File: src/rtl/seven_segment_scanner.sv
// seven_segment_scanner
// Multiplexed driver for an N-digit common-anode seven-segment display.
// A prescaler sets the per-digit slot length. The displayed frame is
// double-buffered, so a new value only takes effect at a frame boundary.
// Every output is registered. Each output is computed from the next-state
// values, so the outputs follow the new scan index one cycle after a tick.

module seven_segment_scanner #(
    parameter int NUM_DIGITS = 4,
    parameter int CLK_DIV    = 50000,
    parameter int GUARD      = 2,
    parameter int LZ_BLANK   = 1
) (
    input  logic                    clock,
    input  logic                    resetn,
    input  logic [4*NUM_DIGITS-1:0] digits,
    input  logic [NUM_DIGITS-1:0]   dp,
    input  logic                    load,
    input  logic                    blank,
    output logic [6:0]              cathodes,
    output logic                    dp_out,
    output logic [NUM_DIGITS-1:0]   anodes,
    output logic                    frame_done
);

    localparam int PW = (CLK_DIV > 1) ? $clog2(CLK_DIV) : 1;
    localparam int IW = (NUM_DIGITS > 1) ? $clog2(NUM_DIGITS) : 1;
    localparam int GW = (GUARD > 0) ? $clog2(GUARD + 1) : 1;

    localparam logic [PW-1:0] PRE_LAST   = PW'(CLK_DIV - 1);
    localparam logic [IW-1:0] IDX_LAST   = IW'(NUM_DIGITS - 1);
    localparam logic [GW-1:0] GUARD_LOAD = GW'(GUARD);

    localparam logic [6:0] SEG_OFF  = 7'b1111111;
    localparam logic [6:0] SEG_DASH = 7'b1111110;

    // Map a nibble to active-low {a,b,c,d,e,f,g}; values above 9 show a dash.
    function automatic logic [6:0] seg_decode(input logic [3:0] val);
        logic [6:0] seg;
        case (val)
            4'd0:    seg = 7'b0000001;
            4'd1:    seg = 7'b1001111;
            4'd2:    seg = 7'b0010010;
            4'd3:    seg = 7'b0000110;
            4'd4:    seg = 7'b1001100;
            4'd5:    seg = 7'b0100100;
            4'd6:    seg = 7'b0100000;
            4'd7:    seg = 7'b0001111;
            4'd8:    seg = 7'b0000000;
            4'd9:    seg = 7'b0000100;
            default: seg = SEG_DASH;
        endcase
        return seg;
    endfunction

    // Scan timing state
    logic [PW-1:0] pre_r;
    logic [IW-1:0] idx_r;
    logic [GW-1:0] guard_r;

    // Frame buffers: shadow is what is shown, pending waits for the next wrap
    logic [NUM_DIGITS-1:0][3:0] shadow_dig_r;
    logic [NUM_DIGITS-1:0]      shadow_dp_r;
    logic [NUM_DIGITS-1:0][3:0] pend_dig_r;
    logic [NUM_DIGITS-1:0]      pend_dp_r;
    logic                       pend_r;

    // Output registers
    logic [6:0]            cath_r;
    logic                  dpo_r;
    logic [NUM_DIGITS-1:0] an_r;
    logic                  fd_r;

    // Next-state values
    logic                       tick_s;
    logic                       wrap_s;
    logic [PW-1:0]              pre_nx_s;
    logic [IW-1:0]              idx_nx_s;
    logic [GW-1:0]              guard_nx_s;
    logic [NUM_DIGITS-1:0][3:0] shadow_dig_nx_s;
    logic [NUM_DIGITS-1:0]      shadow_dp_nx_s;
    logic [NUM_DIGITS-1:0][3:0] pend_dig_nx_s;
    logic [NUM_DIGITS-1:0]      pend_dp_nx_s;
    logic                       pend_nx_s;
    logic [NUM_DIGITS-1:0]      lz_mask_s;
    logic                       zero_run_s;
    logic [6:0]                 cath_nx_s;
    logic                       dpo_nx_s;
    logic [NUM_DIGITS-1:0]      an_nx_s;

    // Prescaler, scan index advance and the post-switch guard countdown
    always_comb begin
        tick_s     = (pre_r == PRE_LAST);
        wrap_s     = tick_s && (idx_r == IDX_LAST);
        pre_nx_s   = pre_r;
        idx_nx_s   = idx_r;
        guard_nx_s = guard_r;
        if (tick_s) begin
            pre_nx_s   = {PW{1'b0}};
            guard_nx_s = GUARD_LOAD;
            if (idx_r == IDX_LAST) begin
                idx_nx_s = {IW{1'b0}};
            end else begin
                idx_nx_s = idx_r + IW'(1);
            end
        end else begin
            pre_nx_s = pre_r + PW'(1);
            if (guard_r != {GW{1'b0}}) begin
                guard_nx_s = guard_r - GW'(1);
            end else begin
                guard_nx_s = guard_r;
            end
        end
    end

    // Double buffering: a load goes to pending, or straight to shadow on a wrap tick
    always_comb begin
        shadow_dig_nx_s = shadow_dig_r;
        shadow_dp_nx_s  = shadow_dp_r;
        pend_dig_nx_s   = pend_dig_r;
        pend_dp_nx_s    = pend_dp_r;
        pend_nx_s       = pend_r;
        if (load && wrap_s) begin
            shadow_dig_nx_s = digits;
            shadow_dp_nx_s  = dp;
            pend_nx_s       = 1'b0;
        end else if (load) begin
            pend_dig_nx_s = digits;
            pend_dp_nx_s  = dp;
            pend_nx_s     = 1'b1;
        end else if (wrap_s && pend_r) begin
            shadow_dig_nx_s = pend_dig_r;
            shadow_dp_nx_s  = pend_dp_r;
            pend_nx_s       = 1'b0;
        end else begin
            pend_nx_s = pend_r;
        end
    end

    // Leading-zero mask: walk down from the most significant digit while
    // every digit seen so far is zero with its decimal point off
    always_comb begin
        lz_mask_s  = {NUM_DIGITS{1'b0}};
        zero_run_s = 1'b1;
        for (int i = NUM_DIGITS - 1; i >= 0; i--) begin
            zero_run_s   = zero_run_s && (shadow_dig_nx_s[i] == 4'd0) && !shadow_dp_nx_s[i];
            lz_mask_s[i] = (i > 0) && (LZ_BLANK != 0) && zero_run_s;
        end
    end

    // Segment, decimal point and anode values for the slot being entered
    always_comb begin
        cath_nx_s = SEG_OFF;
        dpo_nx_s  = 1'b1;
        an_nx_s   = {NUM_DIGITS{1'b1}};
        if (lz_mask_s[idx_nx_s]) begin
            cath_nx_s = SEG_OFF;
            dpo_nx_s  = 1'b1;
        end else begin
            cath_nx_s = seg_decode(shadow_dig_nx_s[idx_nx_s]);
            dpo_nx_s  = ~shadow_dp_nx_s[idx_nx_s];
        end
        if ((guard_nx_s != {GW{1'b0}}) || blank) begin
            an_nx_s = {NUM_DIGITS{1'b1}};
        end else begin
            an_nx_s[idx_nx_s] = 1'b0;
        end
    end

    // Scan and buffer state registers
    always_ff @(posedge clock) begin
        if (!resetn) begin
            pre_r        <= {PW{1'b0}};
            idx_r        <= {IW{1'b0}};
            guard_r      <= {GW{1'b0}};
            shadow_dig_r <= {(4*NUM_DIGITS){1'b0}};
            shadow_dp_r  <= {NUM_DIGITS{1'b0}};
            pend_dig_r   <= {(4*NUM_DIGITS){1'b0}};
            pend_dp_r    <= {NUM_DIGITS{1'b0}};
            pend_r       <= 1'b0;
        end else begin
            pre_r        <= pre_nx_s;
            idx_r        <= idx_nx_s;
            guard_r      <= guard_nx_s;
            shadow_dig_r <= shadow_dig_nx_s;
            shadow_dp_r  <= shadow_dp_nx_s;
            pend_dig_r   <= pend_dig_nx_s;
            pend_dp_r    <= pend_dp_nx_s;
            pend_r       <= pend_nx_s;
        end
    end

    // Registered display outputs; frame_done marks the cycle after a wrap tick
    always_ff @(posedge clock) begin
        if (!resetn) begin
            cath_r <= SEG_OFF;
            dpo_r  <= 1'b1;
            an_r   <= {NUM_DIGITS{1'b1}};
            fd_r   <= 1'b0;
        end else begin
            cath_r <= cath_nx_s;
            dpo_r  <= dpo_nx_s;
            an_r   <= an_nx_s;
            fd_r   <= wrap_s;
        end
    end

    assign cathodes   = cath_r;
    assign dp_out     = dpo_r;
    assign anodes     = an_r;
    assign frame_done = fd_r;

endmodule

File: config.mk
export PLATFORM = sky130hd
export DESIGN_NAME = seven_segment_scanner
export DESIGN_NICKNAME = d
export VERILOG_FILES = /design/src/rtl/seven_segment_scanner.sv
export SDC_FILE = /design/constraint.sdc
export NUM_CORES = 1
export LEC_CHECK = 0
export CORE_MARGIN = 10
export CORE_UTILIZATION = 40
export DETAILED_ROUTE_END_ITERATION = 10
export PLACE_DENSITY_LB_ADDON = 0.15
export RECOVER_POWER = 25
export SYNTH_ARGS = -nofsm -noshare
export SYNTH_HDL_FRONTEND = slang
export SYNTH_SLANG_ARGS = --single-unit
export TNS_END_PERCENT = 5
File: constraint.sdc
create_clock -name clock -period 3.7 [get_ports clock]
set_input_delay 0.555 -clock clock [delete_from_list [all_inputs] [get_ports clock]]
set_output_delay 0.555 -clock clock [all_outputs]
set_load 0.005 [all_outputs]
==> flow_summary.yaml <==
final_layout:
  nets: 489
  drive_gt1_frac: 0.09091
  multiInputGateArea_sq_um: 1896
  layout_common_cells: "nand2_1 (76), dfxtp_1 (74), a21oi_1 (33)"
  syn2layout_area_growth_pct: 20.71
  seqCellArea_sq_um: 1481
  fin_cells: 570
  antenna_cells: 0
  layout.cells.most_common: "nand2_1"
  nFillCells: 842
  final_core_util: 0.4907
grt:
  track_usage: 0.1397
  use_met3: 0.04147
  grt-ovfl-total: 0
  grt_pass1_vias: 2933
  grt_max_degree: 32
  use_met2: 0.1947
  antenna_found_initial: 0
  busiest_layer: "met1"
  use_met1: 0.1983
  grt_pass1_wl_mm: 14.72
placement:
  port_buffers: 36
  finalWeightedCongestion: 0.9283
  dp.cells: 554
  place.detailed.hpwl_mm: 6.617
worst_setup_path:
  cp.buffers_inverters: 1
  crit_arrival_ps: 3740
  crit_start: "pre_r[5]"
  slowest_stage: "or4b_1"
  r2r_cells: 10
  rr_startpoint: "pre_r[5]"
  start_kind: "flop"
  cp.required_ps: 3950
  r2r_slack_ps: 210
  path_cells: "or4b_1, or4_4, and3_4, or2_4, a22o_1, nor2_1, inv_1, ha_1, and2_1, o311ai_0"
  max_stage_delay_ps: 680
  path_delay_family: "simple AND/OR/NAND/NOR gates"
  path_class: "reg -> reg"
  worstSetupEndpointType: "flop"
  rr_endpoint: "cathodes[2]"
  path_max_fanout: 7
die:
  die_y_um: 113.7
  ioPinCount: 37
  core-area_sq_um: 8636
  initial_core_util: 0.4065
  die_w_um: 113.7
  placementRows: 34
  fp.dieArea_sq_um: 12920
outcome:
  violations: "max-capacitance violations, max-slew violations"
  outcome: "finished with violations"
detailed_routing:
  avgViaCountPerCell: 5.454
  drc: 0
  drt_pre_antenna_iters: 4
  drt_iter0_drc: 218
  wirelength_mm: 8.925
  post_drt_wl_per_cell_um: 15.66
  via_count: 3109
  drtAntennaViolNets: 0
synthesis:
  synthTopCellsByArea: "dfxtp_1 (42%), nand2_1 (8.1%), a21oi_1 (4.7%)"
  async_flop_share: 0
  synth_area_sq_um: 3511
  synth_top_area_cell: "dfxtp_1"
  synth_seq_cells: 74
  synth-edff-count: 0
  synthCells: 421
  avgSynthCellArea_sq_um: 8.339
  synth-seq-area-share: 0.4220
  ys.flop_type: "dfxtp_1"
  synth_nets: 453
  synth_cell_types: 60
  yosys_warnings: 0
  synth_top_area_frac: 0.4220
worst_hold_path:
  min_path_cells: 1
  min_to: "guard_r[0]"
  hp-class: "reg -> reg"
  worstHoldStart: "guard_r[0]"
timing:
  relSlewSlack: -0.0004654
  setup_violations: 0
  tightest_slew_ps: 1501
  fin_skew_ps: 11.84
  hold_viol: 0
  period_share: 0.9425
  fin_crit_ps: 3487
  setup_tns_ps: 0
  drv_slew: 31
  holdWs_ps: 435.8
  max_freq_ghz: 0.2868
  rsz0062_at_grt: "false"
clock_network:
  clkSinkCount: 74
  clkSlewWorstSetupHoldPaths_ps: 80
  clock_tree.root_cell: "clkbuf_8"
  clock_latency_ps: 350
  cts_resized: 0
  cts_max_level: 3
  cts_tree: "yes"
  cts_buffers: 9
  cts_setup_buffers: 0
  hold_buffers: 0
  cts_buffer_depth: 2
power_and_ir_drop:
  leakage_nw: 1.599
  powerDensity_nw_per_um2: 381.5
  ir_drop_mv: 0.2371
job:
  cap_violations: 1
[cells in the mapped netlist, types with 5 or more instances]
cell type  instances
ha_1               8
and3_1             6
dfxtp_1           74
inv_1             10
nand3_1           20
nand2_1           76
clkbuf_1          15
and2_1            13
a31oi_1            7
xnor2_1            6
buf_2              5
a32oi_1           15
nor2_1            32
xor2_1             6
a21oi_1           33
o21ai_0            7
mux2i_1           13
nor3_1             6
[layer usage]
metal  wire, um  share of wire
met1       4510           0.51
met2       3754           0.42
met4        128          0.014
met5          0              0
met3        531          0.059
[through the flow]
step | total power [mW] | instance area (sq um) | setup slack [ps]
3_5_place_dp | 0.9580 | 4036 | 224.3
2_1_floorplan | 0.8941 | 3511 | 438.2
5_1_grt | 1.687 | 4238 | 0.005773
3_3_place_gp | 0.9560 | 4036 | 284.9
6_report | 1.617 | 4238 | 212.7
4_1_cts | 1.639 | 4254 | 197.7
[flip-flops by register name, summed over array words and instances, names as in the netlist]
| name | count |
|---|---|
| pre_r | 16 |
| guard_r | 2 |
| shadow_dig_r | 16 |
| pend_r | 1 |
| pend_dp_r | 4 |
| pend_dig_r | 16 |
| shadow_dp_r | 4 |
| idx_r | 2 |
| cathodes | 7 |
| dp_out | 1 |
| anodes | 4 |
| frame_done | 1 |
[final cells by class]
type,instances,share of cell area
multi-input combinational,312,0.4473
sequential,74,0.3496
timing repair buffer,49,0.1101
tap,108,0.03189
clock buffer,9,0.02923
clock inverter,7,0.02214
inverter,11,0.009743
[worst register-to-register path, delay by kind of cell (launching register included)]
kind                     cells  cell delay, ps
flip-flops                   1             350
adder cells (fa/ha/maj)      1             190
AO/OA/AOI/OAI                2             550
AND/OR/NAND/NOR              6            2160
buffers and inverters        1             120
[worst max-delay path by stage]
stage / cells after the start / end / slack (ps)
2_1_floorplan: 12 / cathodes[2] / 440
5_1_grt: 10 / cathodes[2] / 0.006
3_5_place_dp: 10 / cathodes[2] / 220
6_report: 10 / cathodes[2] / 210
3_3_place_gp: 10 / cathodes[2] / 280
4_1_cts: 10 / cathodes[2] / 200
[cells by family after synthesis]
group           synth area share
simple gates              0.2641
compound gates            0.1761
flops                     0.4220
buf+inv                  0.04241
mux                      0.03706
xor+xnor                 0.02994
fa+ha+maj                0.02851
[report_power, final]
group          switching [mW]  leakage, nW  internal (mW)
sequential             0.0110        0.603          0.816
clock                   0.305        0.105          0.378
combinational          0.0579        0.891         0.0498
Note: power is estimated with default switching activity, not from simulation.
